[config.mk]
export PLATFORM = sky130hd
export DESIGN_NAME = ram_ctrl
export DESIGN_NICKNAME = d
export VERILOG_FILES = /design/src/rtl/ram_pkg.sv /design/src/rtl/ram_ctrl.sv
export SDC_FILE = /design/constraint.sdc
export NUM_CORES = 1
export LEC_CHECK = 0
export ABC_AREA = 1
export CAP_MARGIN = 20
export CORE_MARGIN = 3
export CORE_UTILIZATION = 43
export CTS_BUF_LIST = sky130_fd_sc_hd__clkbuf_4
export CTS_CLUSTER_DIAMETER = 150
export DETAILED_ROUTE_END_ITERATION = 12
export PLACE_DENSITY = 0.76
export SLEW_MARGIN = 10
export SYNTH_ARGS = -nofsm -noshare
export SYNTH_HDL_FRONTEND = slang
export SYNTH_SLANG_ARGS = --single-unit
[constraint.sdc]
create_clock -name clk -period 1.2 [get_ports clk]
set_input_delay 0.24 -clock clk [delete_from_list [all_inputs] [get_ports clk]]
set_output_delay 0.24 -clock clk [all_outputs]
set_load 0.01 [all_outputs]
[src/rtl/ram_pkg.sv]
// rtl/ram_pkg.sv - shared op encodings, controller states and width defaults for the RAM front end
package ram_pkg;

  localparam int AW_DEF = 4;
  localparam int DW_DEF = 8;

  localparam logic [1:0] OP_WR   = 2'b00;
  localparam logic [1:0] OP_RD   = 2'b01;
  localparam logic [1:0] OP_FILL = 2'b10;
  localparam logic [1:0] OP_CLR  = 2'b11;

  typedef enum logic [2:0] {
    ST_INIT,
    ST_IDLE,
    ST_RD_ISSUE,
    ST_RD_CAP,
    ST_RD_RESP,
    ST_FILL,
    ST_CLR
  } ctrl_state_t;

endpackage

[src/rtl/ram_ctrl.sv]
// rtl/ram_ctrl.sv - command front end for the single-port RAM: init sequencing, write/read/fill/clear
module ram_ctrl
  import ram_pkg::*;
#(
  parameter int AW          = AW_DEF,
  parameter int DW          = DW_DEF,
  parameter int INIT_CYCLES = 2
) (
  input  logic          clk,
  input  logic          rst,
  input  logic          cmd_valid,
  output logic          cmd_ready,
  input  logic [1:0]    cmd_op,
  input  logic [AW-1:0] cmd_addr,
  input  logic [DW-1:0] cmd_data,
  output logic          rsp_valid,
  input  logic          rsp_ready,
  output logic [DW-1:0] rsp_data,
  output logic          busy,
  output logic          ram_rst,
  output logic          ram_we,
  output logic [AW-1:0] ram_addr,
  output logic [DW-1:0] ram_din,
  input  logic [DW-1:0] ram_dout
);

  localparam int DEPTH = 2**AW;
  localparam logic [AW:0] INIT_LAST = (AW+1)'(INIT_CYCLES - 1);
  localparam logic [AW:0] FILL_LAST = (AW+1)'(DEPTH);

  ctrl_state_t   state_q, state_d;
  logic [AW:0]   cnt_q, cnt_d;       // INIT cycle count, then fill address
  logic          ram_rst_q, ram_rst_d;
  logic          ram_we_q, ram_we_d;
  logic [AW-1:0] ram_addr_q, ram_addr_d;
  logic [DW-1:0] ram_din_q, ram_din_d;
  logic          rsp_valid_q, rsp_valid_d;
  logic [DW-1:0] rsp_data_q, rsp_data_d;

  always_ff @(posedge clk or negedge rst) begin
    if (!rst) begin
      state_q     <= ST_INIT;
      cnt_q       <= '0;
      ram_rst_q   <= 1'b1;
      ram_we_q    <= 1'b0;
      ram_addr_q  <= '0;
      ram_din_q   <= '0;
      rsp_valid_q <= 1'b0;
      rsp_data_q  <= '0;
    end else begin
      state_q     <= state_d;
      cnt_q       <= cnt_d;
      ram_rst_q   <= ram_rst_d;
      ram_we_q    <= ram_we_d;
      ram_addr_q  <= ram_addr_d;
      ram_din_q   <= ram_din_d;
      rsp_valid_q <= rsp_valid_d;
      rsp_data_q  <= rsp_data_d;
    end
  end

  always_comb begin
    state_d     = state_q;
    cnt_d       = cnt_q;
    ram_rst_d   = 1'b0;
    ram_we_d    = 1'b0;
    ram_addr_d  = ram_addr_q;
    ram_din_d   = ram_din_q;
    rsp_valid_d = rsp_valid_q;
    rsp_data_d  = rsp_data_q;
    unique case (state_q)
      ST_INIT: begin
        if (cnt_q == INIT_LAST) begin
          state_d = ST_IDLE;
        end else begin
          cnt_d     = cnt_q + 1'b1;
          ram_rst_d = 1'b1;
        end
      end
      ST_IDLE: begin
        if (cmd_valid) begin
          unique case (cmd_op)
            OP_WR: begin
              ram_we_d   = 1'b1;
              ram_addr_d = cmd_addr;
              ram_din_d  = cmd_data;
            end
            OP_RD: begin
              ram_addr_d = cmd_addr;
              state_d    = ST_RD_ISSUE;
            end
            OP_FILL: begin
              ram_din_d = cmd_data;
              cnt_d     = '0;
              state_d   = ST_FILL;
            end
            default: begin
              ram_rst_d = 1'b1;
              state_d   = ST_CLR;
            end
          endcase
        end
      end
      ST_RD_ISSUE: state_d = ST_RD_CAP;
      // RAM output register now holds the addressed word
      ST_RD_CAP: begin
        rsp_data_d  = ram_dout;
        rsp_valid_d = 1'b1;
        state_d     = ST_RD_RESP;
      end
      ST_RD_RESP: begin
        if (rsp_ready) begin
          rsp_valid_d = 1'b0;
          state_d     = ST_IDLE;
        end
      end
      ST_FILL: begin
        if (cnt_q == FILL_LAST) begin
          state_d = ST_IDLE;
        end else begin
          ram_we_d   = 1'b1;
          ram_addr_d = cnt_q[AW-1:0];
          cnt_d      = cnt_q + 1'b1;
        end
      end
      ST_CLR:  state_d = ST_IDLE;
      default: state_d = ST_INIT;
    endcase
  end

  assign cmd_ready = (state_q == ST_IDLE);
  assign busy      = (state_q != ST_IDLE);
  assign ram_rst   = ram_rst_q;
  assign ram_we    = ram_we_q;
  assign ram_addr  = ram_addr_q;
  assign ram_din   = ram_din_q;
  assign rsp_valid = rsp_valid_q;
  assign rsp_data  = rsp_data_q;

endmodule

== Word-level counts from Yosys, hierarchy flattened ==
Index checks and enable logic that the tools add are counted.

* Memories kept: 0
* Input bits: 26
* ROM bits: 0
* Bits in writable memories: 0
* Latch bits: 0
* Flip-flop bits (word level): 31
* Output and inout port bits: 25

* Bitwise gates (word level): 0
* Div/mod/pow operators: 0
* Multiply operators: 0
* Shift-type cells: 0
* Equal/unequal tests: 20
* Add/subtract/negate cells: 1
* Order comparisons: 0
* Reductions and logical operators: 13
* Multiplexer cells: 25

{| class="wikitable"
|+ Operator list
! operator !! number
|-
| 3-bit one-hot mux with 7 select lines || 1
|-
| 5-bit 2-to-1 mux || 4
|-
| 2-bit != test (second input constant) || 8
|-
| 5-bit one-hot mux with 3 select lines || 1
|-
| 3-bit 2-to-1 mux || 4
|-
| 4-bit 2-to-1 mux || 3
|-
| 5-bit AND reduction || 2
|-
| 3-bit equality test (second input constant) || 3
|-
| 3-bit one-hot mux with 3 select lines || 1
|-
| 4-bit one-hot mux with 2 select lines || 1
|-
| 1-bit 2-to-1 mux || 7
|-
| 3-bit by 2-bit equality test with 1-bit output (second input constant) || 2
|-
| 1-bit one-hot mux with 2 select lines || 3
|-
| 5-bit by 1-bit adder with 5-bit output (second input constant) || 1
|-
| 5-bit by 1-bit equality test with 1-bit output (second input constant) || 1
|-
| 5-bit equality test (second input constant) || 1
|-
| 4-bit AND reduction || 1
|-
| 2-bit nonzero test || 2
|-
| 2-bit OR reduction || 2
|-
| 3-bit by 1-bit equality test with 1-bit output (second input constant) || 1
|-
| 3-bit zero test || 1
|-
| 3-bit by 1-bit != test with 1-bit output (second input constant) || 1
|-
| 3-bit AND reduction || 1
|-
| 3-bit nonzero test || 1
|-
| other kinds (6) || 6
|}

== Depth between registers and ports, before layout ==
Gate-level depths: netlist (run 1).

* Depth in word-level cells: 5
* Depth in mapped cells: 10
* Gate-level depth less buffers: 10

== Worst setup path before layout (run 1) ==
No wires, ideal clock.

* Path type: register -> register
* From: register cnt_q[0]
* To: register cnt_q[4]
* Stages on the path, launching flop included: 11
* Required time: 1082 ps
* Library setup time: 118 ps
* Setup slack: -146 ps
* Data arrival time: 1228 ps
* Cell sequence: dfrtp_1 > inv_1 > ha_1 > nand2_1 > inv_1 > nand2_1 > nor2_2 > nor2_8 > nand3_2 > nand2_1 > nand2_1

* Cells in the longest elaborated chain, start to end: 3
* Elaborated cells between the ends (all ways): 9
* Those cells by class: add/sub (1); eq/ne (4); mux (3); reduce/logical (1)

{| class="wikitable"
|+ Ends and longest elaborated chain
! what !! RTL line !! source
|-
| start, declared || ram_ctrl.sv:32 || <nowiki>logic [AW:0] cnt_q, cnt_d;</nowiki>
|-
| start signal, assigned || ram_ctrl.sv:52 || <nowiki>cnt_q <= cnt_d;</nowiki>
|-
| 5-bit by 1-bit adder with 5-bit output (tied with other cells) || ram_ctrl.sv:76, ram_ctrl.sv:123 ||
|-
| 5-bit 2-to-1 mux (tied with other cells) || ram_ctrl.sv:118 || <nowiki>if (cnt_q == FILL_LAST) begin</nowiki>
|-
| 5-bit one-hot mux with 3 select lines or 5-bit AND reduction (tied branches) || -- ||
|}

Several ways; a longest one is shown, not always the timed one. The select of a mux whose other input is x is not followed.
A chain may end at the register's enable or synchronous reset.

== Worst setup path in the final report (run 1) ==
* From: input port cmd_op[0]
* To: register cnt_q[3]

* Cells in the longest elaborated chain, start to end: 3

{| class="wikitable"
|+ Ends and longest elaborated chain
! what !! RTL line !! source
|-
| start, declared || ram_ctrl.sv:13 || <nowiki>input logic [1:0] cmd_op,</nowiki>
|-
| 2-bit equality test || ram_ctrl.sv:82 || <nowiki>unique case (cmd_op)</nowiki>
|-
| 2-bit by 1-bit != test with 1-bit output (no line) || -- ||
|-
| 5-bit AND reduction (no line) || -- ||
|}

No other way between the ends.

==> impl_metrics.env, run 1 <==
export IMPL_final_area_um2=2750
export IMPL_critPathArrivalTime_ns=1.83
export IMPL_min_path_type="in -> async"
export IMPL_layout_nets=316
export IMPL_total_power_w=0.00703
export IMPL_grt_start_max_net_pins=32
export IMPL_synth_avg_cell_area_um2=8.55
export IMPL_via_count=1742
export IMPL_mostFrequentLayoutCells="nand2_1, buf_4, dfrtp_1"
export IMPL_violations="negative setup slack"
export IMPL_vias_per_cell=5.23
export IMPL_io_pins=51
export IMPL_syn_to_final_growth_pct=71.1
export IMPL_drc_errors=0
export IMPL_cts_tree="done"
export IMPL_syn_area_um2=1610
export IMPL_setup_slack_ns=-0.339
export IMPL_p_leak_nw=1.38
export IMPL_critical_path_class="in -> reg"
export IMPL_yosysWarnings=0
export IMPL_slew_viol_final=0
export IMPL_rsz0062_at_grt="true"
export IMPL_clk_pin_slew_ns=0.11
export IMPL_h_tree_depth=2
export IMPL_cp_slowest_cell="clkdlybuf4s50_1"
export IMPL_cts_buffers=5
export IMPL_drtPass1Iterations=5
export IMPL_path_cells="clkdlybuf4s50_1 -> inv_1 -> nand2_1 -> nand2_1 -> nand2_1 -> nor2_1 -> nand3_1 -> nand2_1"
export IMPL_fmax_mhz=650
export IMPL_final_common_cell="nand2_1"
export IMPL_cp_slowest_stage_delay_ns=0.44
export IMPL_skew_ns=0.0169
export IMPL_cpMostUsedCell="nand2_1"
export IMPL_clock_sinks=31
export IMPL_drive_gt1_share_pct=48.8
export IMPL_drtIter0Drc=134
export IMPL_yosysUniqueCellTypes=26
export IMPL_period_share_pct=128
export IMPL_max_slew_margin_pct=68.7
export IMPL_grt_pass1_vias=1571
export IMPL_worst_pin_slew_ns=0.468
export IMPL_syn_inst=188
export IMPL_io_buffer_count=50
export IMPL_place_area_um2=2410
export IMPL_die_area_um2=4510
export IMPL_die_y_um=67.1
export IMPL_initial_utilization_pct=46.4
export IMPL_dieWidth_um=67.1
export IMPL_status="finished with violations"
export IMPL_vdd_drop_max_v=0.00150
export IMPL_synth_fp_nets=217
export IMPL_routabilityCongestion=0.884
export IMPL_grt_usage_pct=22.2
export IMPL_grt_first_pass_wirelength_um=7330
export IMPL_clk_latency_ns=0.34
export IMPL_num_antenna_cells=0
export IMPL_setup_violations=31
export IMPL_synth_yosys_seq_area_share_pct=48.3
export IMPL_fillers=216
export IMPL_hpwl_um=2980
export IMPL_cts_hold_buf=0
export IMPL_drt_wirelength_per_cell_um=16.0
export IMPL_pwr_density_cell_nw_per_um2=2560
export IMPL_rows=21
export IMPL_critPathMaxFanout=4
export IMPL_maxCapViolations=0
export IMPL_start_kind="input port"
export IMPL_worstPathRequired_ns=1.49
export IMPL_ant_nets=0
export IMPL_clockBufferDepth=2
export IMPL_totalWireLength_um=5320
export IMPL_hold_viol=0
export IMPL_whs_ns=0.233
export IMPL_critPathBufInv=2
export IMPL_period_needed_ns=1.54
export IMPL_overflow=0
export IMPL_core_area_um2=3470
export IMPL_synth_seq_cells=31
export IMPL_antenna_found_initial=0
export IMPL_cpLargestDelayFamily="simple AND/OR/NAND/NOR gates"
export IMPL_root_buffer="clkbuf_4"
export IMPL_endpoint_kind="flop"
sequential cells by signal, indices dropped and copies added, names as in the netlist:
signal	count
rsp_data	8
ram_rst	1
ram_we	1
rsp_valid	1
state_q	3
ram_addr	4
cnt_q	5
ram_din	8
power by group:
group | switching (W) | total (W) | internal (W)
registers | 0.000302 | 0.00184 | 0.00153
logic | 0.00241 | 0.00462 | 0.00222
clock network | 0.000364 | 0.000571 | 0.000207
total | 0.00307 | 0.00703 | 0.00396
what timing repair did:
action | in CTS | in global routing
cloned | 3 | 0
pin swaps | 9 | 14
endpoints found under the setup margin | 55 | 51
buffers inserted | 6 | 8
resized for setup | 95 | 63
worst paths after layout:
| check | startpoint | endpoint | slack (ns) | cells past startpoint |
|---|---|---|---|---|
| max | cmd_op[0] | cnt_q[3] | -0.34 | 8 |
| min | rst | cnt_q[0] | 0.23 | 2 |
| max reg2reg | state_q[0] | cnt_q[3] | -0.27 | 8 |
| min reg2reg | ram_din[4] | ram_din[4] | 0.49 | 2 |
| max in group asynchronous | rst | ram_rst | 0.70 | 2 |
| min in group clk | cmd_data[2] | ram_din[2] | 0.42 | 3 |
per-layer routing:
| layer | global-route usage [%] | wire [µm] | up-vias |
|---|---|---|---|
| met1 | 26.5 | 2070 | 823 |
| met4 | 10.1 | 218 | 0 |
| met2 | 37.1 | 2650 | 84 |
| met3 | 6.32 | 374 | 23 |
| met5 | 0 | 0 | - |
| li1 | - | - | 812 |
cell families (layout without fill, tap and decap cells):
family,after synthesis,after routing,share of synthesized area (%)
simple gates,92,95,27.9
xor+xnor,1,1,0.545
mux,8,8,5.60
buf+inv,27,123,6.85
compound gates,26,26,8.48
flops,31,31,48.3
fa+ha+maj,3,3,2.33
Yosys cell counts, drive strengths merged:
| master | instances | share of area (%) |
|---|---|---|
| nand2 | 54 | 14 |
| dfrtp | 30 | 47 |
| inv | 25 | 5.8 |
| o21ai | 21 | 6.8 |
| nor2 | 18 | 6.0 |
| nand3 | 12 | 5.4 |
| mux2 | 8 | 5.6 |
| nand4 | 5 | 1.9 |
| a21oi | 4 | 1.2 |
| ha | 3 | 2.3 |
| nor3 | 3 | 0.93 |
| buf | 2 | 1.0 |
| dfstp | 1 | 1.6 |
| o21bai | 1 | 0.47 |
| xnor2 | 1 | 0.54 |
worst reg2reg max path: stages, from the launching register on:
cell     delay [ns]
dfrtp_2        0.47
nand2_4        0.10
nor2_4         0.04
buf_6          0.12
nand2_1        0.18
nand2_1        0.10
nor2_1         0.22
nand3_1        0.13
nand2_1        0.07
metrics by stage:
step / cells / setup TNS, ns / util [%] / setup WS, ns
after floorplan: 188 / -1.63 / - / -0.113
after global placement: 309 / -4.92 / 69.4 / -0.253
after detailed placement: 309 / -5.60 / 69.4 / -0.308
after CTS: 325 / -3.26 / 74.9 / -0.199
after global routing: 333 / -6.17 / 79.3 / -0.401
final: 333 / -4.56 / 79.3 / -0.339
final cells by class:
| type | count | area, µm² | share of cell area, % |
|---|---|---|---|
| tap | 46 | 57.6 | 2.09 |
| timing repair buffer | 91 | 754 | 27.4 |
| clock inverter | 2 | 8.76 | 0.318 |
| sequential | 31 | 781 | 28.4 |
| clock buffer | 5 | 37.5 | 1.36 |
| inverter | 25 | 111 | 4.05 |
| multi-input combinational | 133 | 1000 | 36.4 |
No activity file was read; power rests on OpenSTA's default activity.
==> inputs of run 2 (changes only) <==
--- a/config.mk
+++ b/config.mk
@@ -8,11 +8,11 @@
 export ABC_AREA = 1
 export CAP_MARGIN = 20
 export CORE_MARGIN = 3
-export CORE_UTILIZATION = 43
+export CORE_UTILIZATION = 42
 export CTS_BUF_LIST = sky130_fd_sc_hd__clkbuf_4
 export CTS_CLUSTER_DIAMETER = 150
 export DETAILED_ROUTE_END_ITERATION = 12
-export PLACE_DENSITY = 0.76
+export PLACE_DENSITY = 0.74
 export SLEW_MARGIN = 10
 export SYNTH_ARGS = -nofsm -noshare
 export SYNTH_HDL_FRONTEND = slang
==> impl_metrics.env, run 2 (synthesized netlist as in run 1, its figures left out) <==
export IMPL_hpwl_um=2870
export IMPL_syn_to_final_growth_pct=71.1
export IMPL_critPathMaxFanout=5
export IMPL_pwr_density_cell_nw_per_um2=2550
export IMPL_vdd_drop_max_v=0.00180
export IMPL_min_path_type="in -> async"
export IMPL_critPathArrivalTime_ns=1.63
export IMPL_r2r_end="cnt_q[3]"
export IMPL_hold_viol=0
export IMPL_r2r_start="cnt_q[0]"
export IMPL_layout_nets=318
export IMPL_grt_start_max_net_pins=32
export IMPL_routabilityCongestion=0.899
export IMPL_rows=21
export IMPL_critical_path_class="reg -> reg"
export IMPL_critPathBufInv=2
export IMPL_start_kind="flop"
export IMPL_multi_input_area_um2=977
export IMPL_clk_pin_slew_ns=0.11
export IMPL_p_leak_nw=1.38
export IMPL_cts_hold_buf=0
export IMPL_setup_slack_ns=-0.202
export IMPL_initial_utilization_pct=45.7
export IMPL_drtPass1Iterations=4
export IMPL_h_tree_depth=2
export IMPL_drc_errors=0
export IMPL_path_cells="inv_2 -> ha_4 -> nand2_2 -> inv_2 -> nand2_4 -> nor2_4 -> nor2_8 -> nand3_4 -> nand2_1 -> nand2_1"
export IMPL_period_share_pct=117
export IMPL_clockBufferDepth=2
export IMPL_regArea_um2=781
export IMPL_core_area_um2=3520
export IMPL_num_antenna_cells=0
export IMPL_root_buffer="clkbuf_4"
export IMPL_worst_pin_slew_ns=0.394
export IMPL_seqPwrFrac_pct=26.0
export IMPL_status="finished with violations"
export IMPL_grt_usage_pct=19.5
export IMPL_p_sw_w=0.00290
export IMPL_via_count=1634
export IMPL_antenna_found_initial=0
export IMPL_drtIter0Drc=67
export IMPL_dieWidth_um=67.9
export IMPL_final_area_um2=2750
export IMPL_clock_sinks=31
export IMPL_rrSetupSlack_ns=-0.20
export IMPL_grt_pass1_vias=1475
export IMPL_die_y_um=67.9
export IMPL_reg2regPathDepth=10
export IMPL_die_area_um2=4610
export IMPL_endpoint_kind="flop"
export IMPL_skew_ns=0.0125
export IMPL_overflow=0
export IMPL_drt_wirelength_per_cell_um=13.4
export IMPL_slew_viol_final=0
export IMPL_setup_violations=32
export IMPL_grt_first_pass_wirelength_um=6600
export IMPL_fmax_mhz=713
export IMPL_period_needed_ns=1.40
export IMPL_violations="negative setup slack"
export IMPL_p_int_w=0.00411
export IMPL_mostFrequentLayoutCells="buf_4, nand2_1, dfrtp_1"
export IMPL_ant_nets=0
export IMPL_cpLargestDelayFamily="simple AND/OR/NAND/NOR gates"
export IMPL_cp_slowest_stage_delay_ns=0.42
export IMPL_cts_buffers=5
export IMPL_clk_latency_ns=0.33
export IMPL_max_slew_margin_pct=73.7
export IMPL_cts_tree="done"
export IMPL_cp_slowest_cell="dfrtp_2"
export IMPL_io_pins=51
export IMPL_fin_util_pct=78.1
export IMPL_switching_share_pct=41.4
export IMPL_drive_gt1_share_pct=47.9
export IMPL_maxCapViolations=0
export IMPL_worstPathRequired_ns=1.43
export IMPL_io_buffer_count=50
export IMPL_power_frac_clock_pct=11.3
export IMPL_combPwrFrac_pct=62.7
export IMPL_place_area_um2=2410
export IMPL_totalWireLength_um=4510
export IMPL_final_common_cell="buf_4"
export IMPL_rsz0062_at_grt="true"
export IMPL_fillers=246
export IMPL_vias_per_cell=4.86
==> run 2: cell count changes in the layout (fill, tap and decap cells not counted), moves of 2 or more <==
cell      previous run  this run
o21ai_1              5        11
o21ai_2             11         4
nor2_1              12        10
buf_12               3         1
clkbuf_2             9        14
nor2_2               2         4
buf_4               34        40
buf_2               13         8
==> run 2: power groups by stage <==
| stage | Combinational, W | Clock (W) | Sequential [W] |
|---|---|---|---|
| floorplan | 0.00156 | 0 | 0.00202 |
| global placement | 0.00349 | 0 | 0.00179 |
| detailed placement | 0.00353 | 0 | 0.00180 |
| CTS | 0.00400 | 0.000808 | 0.00180 |
| global route | 0.00474 | 0.000862 | 0.00189 |
| finish | 0.00439 | 0.000794 | 0.00182 |
==> run 2: repair_timing <==
item                       in CTS  in global routing
pin swaps                       4                  7
gates cloned                    1                  1
hold endpoints to repair        0                  0
setup endpoints to repair      56                 56
buffers inserted                8                  9
resized for setup              98                 50
==> run 2: how the worst max path moves through the flow <==
stage	start	to	slack (ns)	depth (start not counted)
floorplan	cnt_q[0]	ram_addr[0]	-0.11	10
detailed placement	cmd_op[1]	cnt_q[4]	-0.31	7
CTS	cnt_q[1]	cnt_q[4]	-0.17	10
global placement	cmd_op[1]	cnt_q[3]	-0.26	7
global route	cnt_q[1]	cnt_q[3]	-0.26	10
finish	cnt_q[0]	cnt_q[3]	-0.20	10
==> run 2: stage by stage <==
stage / TNS, ns / setup WS (ns) / hold WS (ns) / std cells / power, W
floorplan: -1.63 / -0.113 / -0.0556 / 188 / 0.00358
global placement: -5.88 / -0.256 / 0.466 / 309 / 0.00528
detailed placement: -6.23 / -0.311 / 0.478 / 309 / 0.00533
CTS: -3.59 / -0.174 / 0.263 / 326 / 0.00661
global route: -5.53 / -0.261 / 0.248 / 336 / 0.00749
finish: -3.58 / -0.202 / 0.245 / 336 / 0.00701
==> run 2: final cells by class <==
cell class / count / share of cell area, %
Timing Repair Buffer: 94 / 27.2
Inverter: 25 / 4.05
Multi-Input combinational cell: 132 / 35.5
Tap cell: 46 / 2.09
Clock inverter: 3 / 1.41
Sequential cell: 31 / 28.4
Clock buffer: 5 / 1.36
==> run 2: layer usage <==
metal  track usage, %  share of wire [%]
met2             34.0                 52
met4             7.20                1.8
met3             4.11                5.0
met5                0                  0
met1             23.8                 41
